--- config.mk ---
export PLATFORM = sky130hd
export DESIGN_NAME = dmem_arbiter
export DESIGN_NICKNAME = d
export VERILOG_FILES = /design/src/rtl/dmem_arbiter.sv
export SDC_FILE = /design/constraint.sdc
export NUM_CORES = 1
export LEC_CHECK = 0
export ABC_AREA = 1
export ABC_CLOCK_PERIOD_IN_PS = 2300
export CAP_MARGIN = 30
export CORE_MARGIN = 1.5
export CORE_UTILIZATION = 42
export CTS_CLUSTER_SIZE = 8
export DETAILED_ROUTE_END_ITERATION = 7
export PLACE_DENSITY_LB_ADDON = 0.3
export SKIP_LAST_GASP = 1
export SLEW_MARGIN = 5
export SYNTH_ARGS = -nofsm -noshare
export SYNTH_HDL_FRONTEND = slang
export SYNTH_SLANG_ARGS = --single-unit
--- constraint.sdc ---
create_clock -name i_clk -period 2.3 [get_ports i_clk]
set_clock_uncertainty 0.2 [all_clocks]
set_input_delay 0.575 -clock i_clk [delete_from_list [all_inputs] [get_ports i_clk]]
set_output_delay 0.575 -clock i_clk [all_outputs]
set_load 0.01 [all_outputs]
--- src/rtl/dmem_arbiter.sv ---
// Two-port data-memory arbiter: the core LSU and a debug/DMA port share one
// memory bus. There is one outstanding access at a time, with tie fairness and a bounded wait.
module dmem_arbiter #(
  parameter int unsigned TIMEOUT = 15
) (
  input  logic        i_clk,
  input  logic        i_rst_n,

  input  logic        i_c_req,
  input  logic        i_c_we,
  input  logic [31:0] i_c_addr,
  input  logic [31:0] i_c_wdata,
  input  logic [2:0]  i_c_nbyte,
  output logic        o_c_ack,
  output logic        o_c_err,
  output logic [31:0] o_c_rdata,
  output logic        o_c_stall,

  input  logic        i_d_req,
  input  logic        i_d_we,
  input  logic [31:0] i_d_addr,
  input  logic [31:0] i_d_wdata,
  input  logic [2:0]  i_d_nbyte,
  output logic        o_d_ack,
  output logic        o_d_err,
  output logic [31:0] o_d_rdata,

  output logic        o_m_req,
  output logic        o_m_we,
  output logic [31:0] o_m_addr,
  output logic [31:0] o_m_wdata,
  output logic [2:0]  o_m_nbyte,
  input  logic        i_m_ack,
  input  logic [31:0] i_m_rdata
);

  typedef enum logic [1:0] {
    IDLE = 2'd0,
    BUSY = 2'd1,
    RESP = 2'd2
  } state_t;

  localparam logic PORT_CORE = 1'b0;
  localparam logic PORT_DBG  = 1'b1;

  // The counter equals the number of BUSY cycles already completed.
  // The timeout fires during the TIMEOUT-th BUSY cycle.
  localparam logic [7:0] LAST_CNT = 8'(TIMEOUT - 1);

  state_t      state_q;
  state_t      state_d;
  logic        owner_q;
  logic        last_q;
  logic        err_q;
  logic [7:0]  cnt_q;
  logic        lat_we_q;
  logic [31:0] lat_addr_q;
  logic [31:0] lat_wdata_q;
  logic [2:0]  lat_nbyte_q;
  logic [31:0] c_rdata_q;
  logic [31:0] d_rdata_q;

  logic        grant;
  logic        grant_port;
  logic        timeout_hit;

  // When both ports request together, the grant goes to the port that did not win last time.
  always_comb begin
    grant      = 1'b0;
    grant_port = PORT_CORE;
    if (state_q == IDLE) begin
      if (i_c_req && i_d_req) begin
        grant      = 1'b1;
        grant_port = ~last_q;
      end else if (i_c_req) begin
        grant      = 1'b1;
        grant_port = PORT_CORE;
      end else if (i_d_req) begin
        grant      = 1'b1;
        grant_port = PORT_DBG;
      end
    end
  end

  assign timeout_hit = (state_q == BUSY) && !i_m_ack && (cnt_q == LAST_CNT);

  always_comb begin
    state_d = state_q;
    case (state_q)
      IDLE:    if (grant) state_d = BUSY;
      BUSY:    if (i_m_ack || timeout_hit) state_d = RESP;
      RESP:    state_d = IDLE;
      default: state_d = IDLE;
    endcase
  end

  always_ff @(posedge i_clk) begin
    if (!i_rst_n) state_q <= IDLE;
    else          state_q <= state_d;
  end

  always_ff @(posedge i_clk) begin
    if (!i_rst_n) begin
      owner_q     <= PORT_CORE;
      last_q      <= PORT_DBG;
      err_q       <= 1'b0;
      cnt_q       <= 8'd0;
      lat_we_q    <= 1'b0;
      lat_addr_q  <= 32'd0;
      lat_wdata_q <= 32'd0;
      lat_nbyte_q <= 3'd0;
      c_rdata_q   <= 32'd0;
      d_rdata_q   <= 32'd0;
    end else begin
      if (grant) begin
        owner_q     <= grant_port;
        last_q      <= grant_port;
        lat_we_q    <= (grant_port == PORT_DBG) ? i_d_we    : i_c_we;
        lat_addr_q  <= (grant_port == PORT_DBG) ? i_d_addr  : i_c_addr;
        lat_wdata_q <= (grant_port == PORT_DBG) ? i_d_wdata : i_c_wdata;
        lat_nbyte_q <= (grant_port == PORT_DBG) ? i_d_nbyte : i_c_nbyte;
      end
      case (state_q)
        BUSY: begin
          cnt_q <= cnt_q + 8'd1;
          if (i_m_ack) begin
            err_q <= 1'b0;
            if (!lat_we_q) begin
              if (owner_q == PORT_DBG) d_rdata_q <= i_m_rdata;
              else                     c_rdata_q <= i_m_rdata;
            end
          end else if (timeout_hit) begin
            err_q <= 1'b1;
            if (owner_q == PORT_DBG) d_rdata_q <= 32'd0;
            else                     c_rdata_q <= 32'd0;
          end
        end
        RESP: begin
          cnt_q <= 8'd0;
          err_q <= 1'b0;
        end
        default: cnt_q <= 8'd0;
      endcase
    end
  end

  assign o_m_req   = (state_q == BUSY);
  assign o_m_we    = (state_q == BUSY) && lat_we_q;
  assign o_m_addr  = lat_addr_q;
  assign o_m_wdata = lat_wdata_q;
  assign o_m_nbyte = lat_nbyte_q;

  assign o_c_ack   = (state_q == RESP) && (owner_q == PORT_CORE);
  assign o_d_ack   = (state_q == RESP) && (owner_q == PORT_DBG);
  assign o_c_err   = o_c_ack && err_q;
  assign o_d_err   = o_d_ack && err_q;
  assign o_c_rdata = c_rdata_q;
  assign o_d_rdata = d_rdata_q;
  assign o_c_stall = i_c_req && !o_c_ack;

endmodule

==> implementation parameters <==
Parameter                              Value

STA
  Share of the cycle needed by the critical path after routing    97.60%
  Setup repair after global routing missed its margin    true
  Final Slew Violations    0
  Slew headroom    76.11%
  Final count of hold timing violations    0
  Peak Freq    445.5 MHz
  Setup Viol. Count Final    0
  Pin slew with the least headroom to its limit    0.3579 ns
  Fin Setup TNS    0 ns
  Final critical delay including setup and external delays    2.245 ns

Floorplan
  Die width    129.2 um
  Initial core utilization    43.52%
  Floorplan Core Area    0.01537 sq mm
  Cell Rows    45
  Height of the die    129.2 um
  Number of primary I/O pins    311
  Die ar.    0.01670 sq mm

Logic synthesis
  Biggest area consumer among synthesized cells    sky130_fd_sc_hd__dfxtp_1
  Area of the mapped netlist    0.006690 sq mm
  Most area-consuming cells after synthesis    sky130_fd_sc_hd__dfxtp_1, sky130_fd_sc_hd__nand2_1, sky130_fd_sc_hd__nand3_1
  Distinct cell type count of the synthesized netlist    25
  Per-instance average area after synthesis    6.926 sq um
  Post-synth top area share    43.39%
  FF+latch count, synth    145
  Seq/Total Area, Yosys    43.39%
  Synth Instances    966
  Net Count, Synth    1146
  Synthesis Warnings    0

Global routing
  Number of global-route vias before repair    6731
  Wire length of the first global-routing pass    32.62 mm
  Antenna violations before repair    0
  Overflow left after global routing    0
  Largest net degree at the start of global routing    65
  Total global routing track utilization    24.85%

Critical path
  Crit-path max FO    4
  Worst R2R Path Depth    9
  Critical path endpoint category    output port
  Critical Path Source Type    flip-flop
  RR Endpoint    o_d_rdata[2]
  Worst flop-to-flop path startpoint    state_q[1]
  FF-to-FF setup slack    0.40 ns
  Critical path class    reg -> out
  Critical path data arrival time    1.47 ns
  Data required time at the worst endpoint    1.52 ns

Clock tree
  Clock tree buffer depth    2
  CTS tree    built
  Number of buffers inserted by hold repair at cts    0
  Number of sinks driven by the clock tree    145
  Clock transition at the registers of the reported paths    0.06 ns
  Cell at the root of the clock tree    sky130_fd_sc_hd__clkbuf_16
  Number of buffers added by the clock tree synthesis step    17
  H-tree levels    4
  Clock insertion delay at the later pin of the skew report    0.41 ns

Drt
  DRT antenna net count    0
  Vias    7112
  First-pass DRT Iterations    5
  Routed length per placed instance    14.12 um
  Remaining routing DRC violations    0
  Final wirelength    20.78 mm
  DR iter-0 viols    406
  Vias per cell    4.835

Place
  Total placed cells including tap cells    1441
  Routability Congestion    0.8282
  Count of port buffers added during placement    310
  Half-perimeter wire length after placement    14.92 mm

Finish
  Area occupied by registers    0.002907 sq mm
  Commonest non-fill, non-tap cells in the layout    sky130_fd_sc_hd__clkdlybuf4s50_1, sky130_fd_sc_hd__nand2_1, sky130_fd_sc_hd__dfxtp_1
  Area occupied by multi-input gates    0.003028 sq mm
  Filler Cell Count    1277
  Proportion of layout cells with a drive suffix above 1    6.746%
  Nets    1430
  Commonest non-fill, non-tap cell in the layout    sky130_fd_sc_hd__clkdlybuf4s50_1
  Area Growth Syn to Fin    59.51%
  Final std cells w/o fill    1471
  Diode count    0

Run status
  Outcome    finished, final reports clean

Power
  P_leak    4.849 nW
  Power per unit of standard cell area    815.6 mW/mm^2
  Worst VDD drop    0.5237 mV

Min path
  Hold-critical path endpoint    cnt_q[0]
  Cell count of the worst hold path    1
  Start point of the worst hold path    cnt_q[0]
  Worst min-delay path class    reg -> reg

Flow run
  Max-cap check violation count    0
## worst max path at each step
| stage | endpoint | depth (start not counted) | slack [ns] | start |
|---|---|---|---|---|
| finish | o_c_err | 5 | 0.06 | state_q[0] |
| global route | o_c_err | 5 | -0.01 | state_q[0] |
| CTS | o_c_err | 5 | -0.15 | state_q[0] |
| detailed placement | o_c_stall | 4 | -0.19 | i_c_req |
| global placement | o_c_stall | 4 | -0.20 | i_c_req |
| floorplan | o_c_rdata[17] | 11 | 0.48 | state_q[1] |
## what timing repair did
item / 4_1_cts / 5_1_grt
gates resized for setup: 21 / 8
setup buffers: 0 / 1
setup endpoints to repair: 7 / 5
## through the flow
step	worst slack [ns]	cell area [sq um]	hold slack, ns	util [%]	total power (W)
2_1_floorplan	0.4842	6690	0.2287	-	0.004467
3_3_place_gp	-0.1959	10030	0.2483	65.27	0.005817
6_report	0.05517	10670	0.2649	69.43	0.008704
3_5_place_dp	-0.1906	10030	0.2591	65.27	0.005846
4_1_cts	-0.1520	10670	0.2741	69.42	0.008757
5_1_grt	-0.01138	10670	0.2884	69.43	0.009119
## critical path: stages (launching register included)
cell	delay, ns
sky130_fd_sc_hd__dfxtp_4	0.36
sky130_fd_sc_hd__inv_2	0.07
sky130_fd_sc_hd__ha_2	0.18
sky130_fd_sc_hd__inv_2	0.06
sky130_fd_sc_hd__nor3_1	0.18
sky130_fd_sc_hd__buf_2	0.20
## area by class of cell
| cell class | count | area share (%) |
|---|---|---|
| clock buffers | 19 | 4.244 |
| multi-input cells | 632 | 28.37 |
| inverters | 120 | 4.221 |
| well taps | 211 | 2.474 |
| clock inverters | 10 | 1.512 |
| flip-flops and latches | 145 | 27.24 |
| repair buffers | 334 | 31.94 |
## power by group
| group | switching [W] | internal [W] | total, W |
|---|---|---|---|
| registers | 0.000210 | 0.00287 | 0.00308 |
| clock network | 0.00102 | 0.00185 | 0.00287 |
| logic | 0.00137 | 0.00138 | 0.00275 |
| total | 0.00261 | 0.00610 | 0.00870 |
## sequential cells by signal, indices dropped and copies added, names as in the netlist
register,count
cnt_q,8
err_q,1
last_q,1
lat_we_q,1
o_c_rdata,32
o_d_rdata,32
o_m_addr,32
o_m_nbyte,3
o_m_wdata,32
owner_q,1
state_q,2
## cell usage after synthesis
master                     count
sky130_fd_sc_hd__a21oi_1      45
sky130_fd_sc_hd__a21oi_2      10
sky130_fd_sc_hd__buf_1        13
sky130_fd_sc_hd__buf_2        17
sky130_fd_sc_hd__buf_4         3
sky130_fd_sc_hd__buf_6         5
sky130_fd_sc_hd__buf_8         2
sky130_fd_sc_hd__clkbuf_1     29
sky130_fd_sc_hd__dfxtp_1     145
sky130_fd_sc_hd__ha_1          7
sky130_fd_sc_hd__inv_1       116
sky130_fd_sc_hd__inv_2         4
sky130_fd_sc_hd__nand2_1     271
sky130_fd_sc_hd__nand2_2       2
sky130_fd_sc_hd__nand2_4       1
sky130_fd_sc_hd__nand3_1     120
sky130_fd_sc_hd__nand3_2       1
sky130_fd_sc_hd__nand4_1       1
sky130_fd_sc_hd__nor2_1       95
sky130_fd_sc_hd__nor3_1        5
sky130_fd_sc_hd__nor4_1        1
sky130_fd_sc_hd__o211ai_1     68
sky130_fd_sc_hd__o21a_1        1
sky130_fd_sc_hd__o21ai_0       3
sky130_fd_sc_hd__or2_1         1
## layer usage
layer / vias to the layer above / share of wire [%] / global-route usage [%]
li1: 3643 / - / -
met1: 3180 / 40 / 27.97
met2: 244 / 50 / 43.43
met3: 45 / 7.2 / 7.184
met4: 0 / 3.4 / 11.50
met5: - / 0 / 0
## kinds of logic after synthesis
group,share of synthesized area (%)
simple gates,30.67
buf+inv,11.99
flops,43.39
compound gates,12.64
fa+ha+maj,1.309
Power figures use the tool's default switching activity.
